<file path="src/rtl/memory_writeback_stage.sv">
// Memory-access / write-back stage: one load or store through a ready
// handshake, then a single-cycle register-file write and a done pulse.
module memory_writeback_stage #(
    parameter int ADDR_WIDTH     = 16,
    parameter int TIMEOUT_CYCLES = 15
) (
    input  logic                  clock,
    input  logic                  reset,
    input  logic                  en_memory,
    input  logic [31:0]           alu_result,
    input  logic [31:0]           store_data,
    input  logic [4:0]            rd,
    input  logic                  sig_enable_data_memory_read,
    input  logic                  sig_enable_data_memory_write,
    input  logic                  sig_write_back_data_select,
    input  logic                  sig_rf_enable_write,
    output logic [ADDR_WIDTH-1:0] mem_address,
    output logic [31:0]           mem_write_data,
    output logic                  mem_read_req,
    output logic                  mem_write_req,
    input  logic                  mem_ready,
    input  logic [31:0]           mem_read_data,
    output logic [31:0]           BusW,
    output logic [4:0]            RW,
    output logic                  rf_write_enable,
    output logic                  busy,
    output logic                  stage_done,
    output logic                  mem_error
);

    localparam int CW = $clog2(TIMEOUT_CYCLES + 1);
    localparam logic [CW-1:0] CNT_LAST = CW'(TIMEOUT_CYCLES - 1);

    localparam logic [1:0] S_IDLE   = 2'd0;
    localparam logic [1:0] S_ACCESS = 2'd1;
    localparam logic [1:0] S_WB     = 2'd2;
    localparam logic [1:0] S_ERR    = 2'd3;

    logic [1:0]            r_state;
    logic [CW-1:0]         r_cnt;
    logic [31:0]           r_alu;
    logic [ADDR_WIDTH-1:0] r_addr;
    logic [31:0]           r_wdata;
    logic [31:0]           r_mdata;
    logic [4:0]            r_rd;
    logic                  r_ld;
    logic                  r_sel;
    logic                  r_rf_we;
    logic                  r_read_req;
    logic                  r_write_req;
    logic [31:0]           r_busw;
    logic [4:0]            r_rw;
    logic                  r_rf_wr;
    logic                  r_done;
    logic                  r_err;

    logic        w_mem_op;
    logic        w_bad;
    logic [31:0] w_mdata;

    assign w_mem_op = sig_enable_data_memory_read | sig_enable_data_memory_write;
    assign w_bad = (sig_enable_data_memory_read & sig_enable_data_memory_write)
                 | (w_mem_op & (alu_result[1:0] != 2'b00));
    assign w_mdata = r_ld ? mem_read_data : r_mdata;

    always_ff @(posedge clock or posedge reset) begin
        if (reset) begin
            r_state     <= S_IDLE;
            r_cnt       <= '0;
            r_alu       <= '0;
            r_addr      <= '0;
            r_wdata     <= '0;
            r_mdata     <= '0;
            r_rd        <= '0;
            r_ld        <= 1'b0;
            r_sel       <= 1'b0;
            r_rf_we     <= 1'b0;
            r_read_req  <= 1'b0;
            r_write_req <= 1'b0;
            r_busw      <= '0;
            r_rw        <= '0;
            r_rf_wr     <= 1'b0;
            r_done      <= 1'b0;
            r_err       <= 1'b0;
        end else begin
            // pulses last exactly one cycle unless re-armed below
            r_done  <= 1'b0;
            r_rf_wr <= 1'b0;
            case (r_state)
                S_IDLE: begin
                    if (en_memory) begin
                        r_alu   <= alu_result;
                        r_addr  <= alu_result[ADDR_WIDTH-1:0];
                        r_wdata <= store_data;
                        r_rd    <= rd;
                        r_ld    <= sig_enable_data_memory_read;
                        r_sel   <= sig_write_back_data_select;
                        r_rf_we <= sig_rf_enable_write;
                        r_cnt   <= '0;
                        r_err   <= 1'b0;
                        if (w_bad) begin
                            r_state <= S_ERR;
                            r_err   <= 1'b1;
                            r_done  <= 1'b1;
                        end else if (w_mem_op) begin
                            r_state     <= S_ACCESS;
                            r_read_req  <= sig_enable_data_memory_read;
                            r_write_req <= sig_enable_data_memory_write;
                        end else begin
                            r_state <= S_WB;
                            r_busw  <= sig_write_back_data_select ? r_mdata
                                                                  : alu_result;
                            r_rw    <= rd;
                            r_rf_wr <= sig_rf_enable_write & (rd != 5'd0);
                            r_done  <= 1'b1;
                        end
                    end
                end
                S_ACCESS: begin
                    if (mem_ready) begin
                        r_state     <= S_WB;
                        r_read_req  <= 1'b0;
                        r_write_req <= 1'b0;
                        r_mdata     <= w_mdata;
                        r_busw      <= r_sel ? w_mdata : r_alu;
                        r_rw        <= r_rd;
                        r_rf_wr     <= r_rf_we & (r_rd != 5'd0);
                        r_done      <= 1'b1;
                    end else if (r_cnt == CNT_LAST) begin
                        r_state     <= S_ERR;
                        r_read_req  <= 1'b0;
                        r_write_req <= 1'b0;
                        r_err       <= 1'b1;
                        r_done      <= 1'b1;
                    end else begin
                        r_cnt <= r_cnt + 1'b1;
                    end
                end
                default: r_state <= S_IDLE;
            endcase
        end
    end

    assign mem_address     = r_addr;
    assign mem_write_data  = r_wdata;
    assign mem_read_req    = r_read_req;
    assign mem_write_req   = r_write_req;
    assign BusW            = r_busw;
    assign RW              = r_rw;
    assign rf_write_enable = r_rf_wr;
    assign busy            = (r_state != S_IDLE);
    assign stage_done      = r_done;
    assign mem_error       = r_err;

endmodule
</file>
<file path="config.mk">
export PLATFORM = sky130hd
export DESIGN_NAME = memory_writeback_stage
export DESIGN_NICKNAME = d
export VERILOG_FILES = /design/src/rtl/memory_writeback_stage.sv
export SDC_FILE = /design/constraint.sdc
export NUM_CORES = 1
export LEC_CHECK = 0
export BUFFER_PORTS_ARGS = -buffer_cell sky130_fd_sc_hd__buf_4
export CORE_AREA = 4 4 117 119
export CTS_BUF_LIST = sky130_fd_sc_hd__clkbuf_4 sky130_fd_sc_hd__clkbuf_8
export CTS_CLUSTER_DIAMETER = 40
export DETAILED_ROUTE_END_ITERATION = 16
export DIE_AREA = 0 0 121 123
export PLACE_DENSITY = 0.87
export SLEW_MARGIN = 40
export SYNTH_ARGS = -nofsm -noshare
export SYNTH_HDL_FRONTEND = slang
export SYNTH_SLANG_ARGS = --single-unit
</file>
<file path="constraint.sdc">
create_clock -name clock -period 11.8 [get_ports clock]
set_input_delay 1.18 -clock clock [delete_from_list [all_inputs] [get_ports clock]]
set_output_delay 1.18 -clock clock [all_outputs]
set_load 0.05 [all_outputs]
</file>
; ---- Word level (Yosys, flattened, before mapping)
; Index checks and enable logic that the tools add are counted.
[word_totals]
ff_bits = 168
output_inout_bits = 91
elab_cells = 97
[classes]
add_sub_neg = 1
n_eq_ne = 11
mux = 49
bitwise_logic = 6
n_reduce_logical = 13
[op_table]
columns = op, count
row1 = $mux W32, 7
row2 = $pmux W32 S2, 1
row3 = $mux W1, 21
row4 = $mux W5, 4
row5 = $ne A2 B2 Y1 const B, 8
row6 = $mux W4, 3
row7 = $mux W2, 5
row8 = $pmux W1 S2, 5
row9 = $pmux W5 S2, 1
row10 = $reduce_and A5 Y1, 2
row11 = $reduce_bool A5 Y1, 2
row12 = $pmux W4 S2, 1
row13 = $reduce_and A4 Y1, 2
row14 = $reduce_and A2 Y1, 3
row15 = $reduce_bool A2 Y1, 3
row16 = $add A4 B1 Y4 const B, 1
row17 = $and A1 B1 Y1, 4
row18 = $eq A4 B4 Y1 const B, 1
row19 = $pmux W2 S2, 1
row20 = $ne A3 B3 Y1 const B, 1
row21 = $eq A2 B1 Y1 const B, 1
row22 = $logic_not A2 Y1, 1
row23 = $or A1 B1 Y1, 2

; ---- Logic depth before layout (Yosys ltp)
[logic_depth]
word_depth = 6
mapped_depth = 7
depth_no_buf = 6

; ---- Worst setup path after synthesis
; No wires, ideal clock.
[synth_path]
path_type = input to register
from = input sig_enable_data_memory_write
to = register r_busw[0], in the netlist BusW[0]
t_arrival_ps = 2260
t_required_ps = 11677
slack_ps = 9417
stages = 5
n_path_buf = 2
cell_sequence = or4b_1 > a21oi_1 > buf_4 > buf_4 > a21oi_2
[synth_via]
elab_chain_cells = 5
[synth_rtl]
columns = item, line_no
row1 = from (decl), 14  ; input logic sig_enable_data_memory_write,
row2 = $or A1 B1 Y1, 61  ; assign w_mem_op = sig_enable_data_memory_read | sig_enable_data_memory_write;
row3 = $and A1 B1 Y1, 63  ; | (w_mem_op & (alu_result[1:0] != 2'b00));
row4 = $or A1 B1 Y1, 63
row5 = $ne A2 B2 Y1 (no line), -
row6 = $reduce_and A5 Y1 (no line) (*), -
row7 = to (signal assigned), 111  ; r_busw <= sig_write_back_data_select ? r_mdata
row8 = to (signal assigned), 125  ; r_busw <= r_sel ? w_mdata : r_alu;
row9 = to (decl), 51  ; logic [31:0] r_busw;
; Every way passes the cells marked *; elsewhere a longest branch is shown, timed or not.
; A chain may end at the register's enable or synchronous reset.

; ---- Worst setup path in the final report
[layout_path]
from = register r_state[0]
to = output busy
[layout_via]
elab_chain_cells = 1
[layout_rtl]
columns = item, line_no
row1 = from (decl), 39  ; logic [1:0] r_state;
row2 = from (signal assigned), 68  ; r_state <= S_IDLE;
row3 = from (signal assigned), 102  ; r_state <= S_ERR;
row4 = from (signal assigned), 106  ; r_state <= S_ACCESS;
row5 = $reduce_bool A2 Y1, 151  ; assign busy = (r_state != S_IDLE);
row6 = to (decl), 26  ; output logic busy,
; Every way passes these cells.

==> impl_metrics.json <==
{
  "drc_errors": 0,
  "worst-endpoint-arrival_ps": 1520,
  "synthFlopType": "dfrtp_1",
  "wl_per_cell_um": 18.1,
  "grt_max_degree": 92,
  "period_share": 0.229,
  "ir_drop_mv": 0.266,
  "die_height_um": 123,
  "p_sw_mw": 1.37,
  "instances_no_fill": 992,
  "drt_wl_total_um": 18000,
  "fin_nets": 921,
  "cts_hold_buf": 0,
  "cp_num_buf_inv": 1,
  "power_density_mw_per_mm2": 320,
  "rows": 41,
  "max_clock_freq_mhz": 370,
  "cp_max_fo": 11,
  "vias_per_cell": 5.53,
  "crit_family": "flip-flops",
  "intPower_mw": 1.57,
  "root_buffer": "clkbuf_8",
  "async_reset_ff_frac": 1.00,
  "clkSinkCount": 152,
  "finalSetupTns_ps": 0,
  "antenna_found_initial": 0,
  "final_common_cell": "buf_4",
  "final_layout_size_suffix_gt1_frac": 0.445,
  "yosysTopAreaCell": "dfrtp_1",
  "syn2layout_area_growth_pct": 25.3,
  "dp_hpwl_um": 12200,
  "io_buffers": 199,
  "synth_area_sq_mm": 0.00735,
  "clkLatencyLatePin_ps": 440,
  "core_area_sq_mm": 0.0126,
  "p_sw_frac": 0.467,
  "yosysTopAreaCellShare": 0.517,
  "grtUsageTotal": 0.250,
  "die_w_um": 121,
  "ys_ff_latch": 152,
  "cp-end-kind": "output pin",
  "overflow": 0,
  "cp_data_required_time_ps": 10620,
  "rsz0062_at_grt": "false",
  "synth-edff-count": 0,
  "cts_tree": "yes",
  "ctsResizeCount": 0,
  "pwr-share-clk": 0.140,
  "drtIter0Drc": 358,
  "max_stage_delay_ps": 510,
  "numCtsBuffers": 17,
  "power_leakage_nw": 4.29,
  "detail-route-antenna-nets": 0,
  "outcome": "completed",
  "crit_slowest_cell": "dfrtp_1",
  "finalCriticalPeriod_ps": 2700,
  "maxCapViolations": 0,
  "p_seq_frac": 0.350,
  "syn_area_per_cell_sq_um": 11.3,
  "drv_slew": 0,
  "synth_warnings": 0,
  "ios": 200,
  "worstSetupStartpointType": "flop",
  "ys_seq_area_frac": 0.517,
  "htree_levels": 4,
  "grt_pass1_vias": 5761,
  "dieArea_sq_mm": 0.0149,
  "gp_congestion": 0.839,
  "synth.area.top_cells": "dfrtp_1, mux2_2, mux2i_1",
  "grt_pass1_wl_um": 29200,
  "total_power_mw": 2.94,
  "synth_cell_types": 37,
  "mostFrequentLayoutCells": "buf_4, dfrtp_1, nor2_1",
  "cp_cell_sequence": "or2_2, buf_4",
  "cts.path.max_buffers": 2,
  "timing_worst_setup_path_type": "reg2out",
  "synth.net_count": 759,
  "clock-skew-final_ps": 7.59,
  "setup_viol": 0,
  "relSlewSlack": 0.483,
  "cts.reportedPaths.clkPinSlew_ps": 80,
  "placedCellCount": 962,
  "insertedDiodeCount": 0,
  "worstMarginPinSlew_ps": 776,
  "power_frac_comb": 0.510,
  "cts_setup_buffers": 0,
  "hold_class": "reg2reg",
  "fillCellCount": 853,
  "dr_total_vias": 5487,
  "start_util": 0.585,
  "syn_inst": 648,
  "hold_viol": 0,
  "drtPass1Iterations": 4
}
[Yosys cell counts (3+ instances only)]
| library cell | n |
|---|---|
| a21oi_1 | 77 |
| clkbuf_1 | 13 |
| buf_2 | 19 |
| o21ai_0 | 3 |
| a21oi_2 | 23 |
| mux2i_1 | 64 |
| mux2_1 | 6 |
| buf_4 | 22 |
| dfrtp_1 | 152 |
| buf_1 | 4 |
| nand2_1 | 14 |
| a31oi_1 | 6 |
| nor2_1 | 107 |
| buf_6 | 3 |
| inv_1 | 5 |
| xnor2_1 | 3 |
| mux2_2 | 100 |
[stage by stage]
step | cell area [sq um] | utilization | hold WS [ps] | worst slack (ps)
2_1_floorplan | 7350 | - | 480 | 6530
3_3_place_gp | 8770 | 0.698 | 490 | 8320
3_5_place_dp | 8790 | 0.699 | 496 | 8260
4_1_cts | 9190 | 0.731 | 514 | 8740
5_1_grt | 9210 | 0.733 | 529 | 9010
6_report | 9210 | 0.733 | 510 | 9100
[final cells by class]
| cell class | instances | area, sq um | area share |
|---|---|---|---|
| multi-input cells | 430 | 3210 | 0.348 |
| flip-flops and latches | 152 | 3810 | 0.414 |
| inverters | 5 | 26.3 | 0.00285 |
| clock buffers | 19 | 249 | 0.0270 |
| clock inverters | 10 | 155 | 0.0168 |
| well taps | 172 | 215 | 0.0234 |
| repair buffers | 204 | 1550 | 0.168 |
[sequential cells by signal, summed over array words and instances, names as in the netlist]
signal / count
r_sel: 1
r_mdata: 32
r_rd: 5
BusW: 32
r_ld: 1
r_rf_we: 1
mem_error: 1
stage_done: 1
mem_read_req: 1
r_state: 2
rf_write_enable: 1
RW: 5
mem_write_req: 1
r_cnt: 4
r_alu: 32
mem_write_data: 32
[layer usage]
layer	global-route usage	routed length [um]	share of wire
met1	0.306	7370	0.41
met2	0.413	8690	0.48
met3	0.0906	1590	0.088
met4	0.0864	345	0.019
met5	0	0	0
[power groups by stage]
stage | Sequential (mW) | Clock (mW) | Combinational [mW]
finish | 1.03 | 0.412 | 1.50
detailed placement | 1.04 | 0 | 1.51
global route | 1.07 | 0.443 | 1.60
floorplan | 1.36 | 0 | 0.763
CTS | 1.03 | 0.419 | 1.51
global placement | 1.01 | 0 | 1.47
[worst paths after layout]
check | start | end | slack (ps) | depth (start not counted)
min in group asynchronous | reset | mem_write_data[18]$_DFFE_PP0P_ | 830 | 2
setup reg to reg | r_state[0]$_DFFE_PP0P_ | RW[2]$_DFFE_PP0P_ | 9420 | 5
setup / recovery | r_state[0]$_DFFE_PP0P_ | busy | 9100 | 2
hold / removal | mem_write_data[0]$_DFFE_PP0P_ | mem_write_data[0]$_DFFE_PP0P_ | 510 | 1
max in group asynchronous | reset | r_ld$_DFFE_PP0P_ | 9920 | 3
hold reg to reg | mem_write_data[0]$_DFFE_PP0P_ | mem_write_data[0]$_DFFE_PP0P_ | 510 | 1
[cells by family (layout without fill, tap and decap cells)]
| family | Yosys count | count (layout) | share of synthesized area |
|---|---|---|---|
| mux | 170 | 170 | 0.250 |
| flops | 152 | 152 | 0.517 |
| simple gates | 139 | 139 | 0.0802 |
| compound gates | 116 | 116 | 0.0946 |
| buf+inv | 66 | 238 | 0.0512 |
| xor+xnor | 3 | 3 | 0.00358 |
| fa+ha+maj | 2 | 2 | 0.00340 |
No activity file was read; power rests on OpenSTA's default activity.
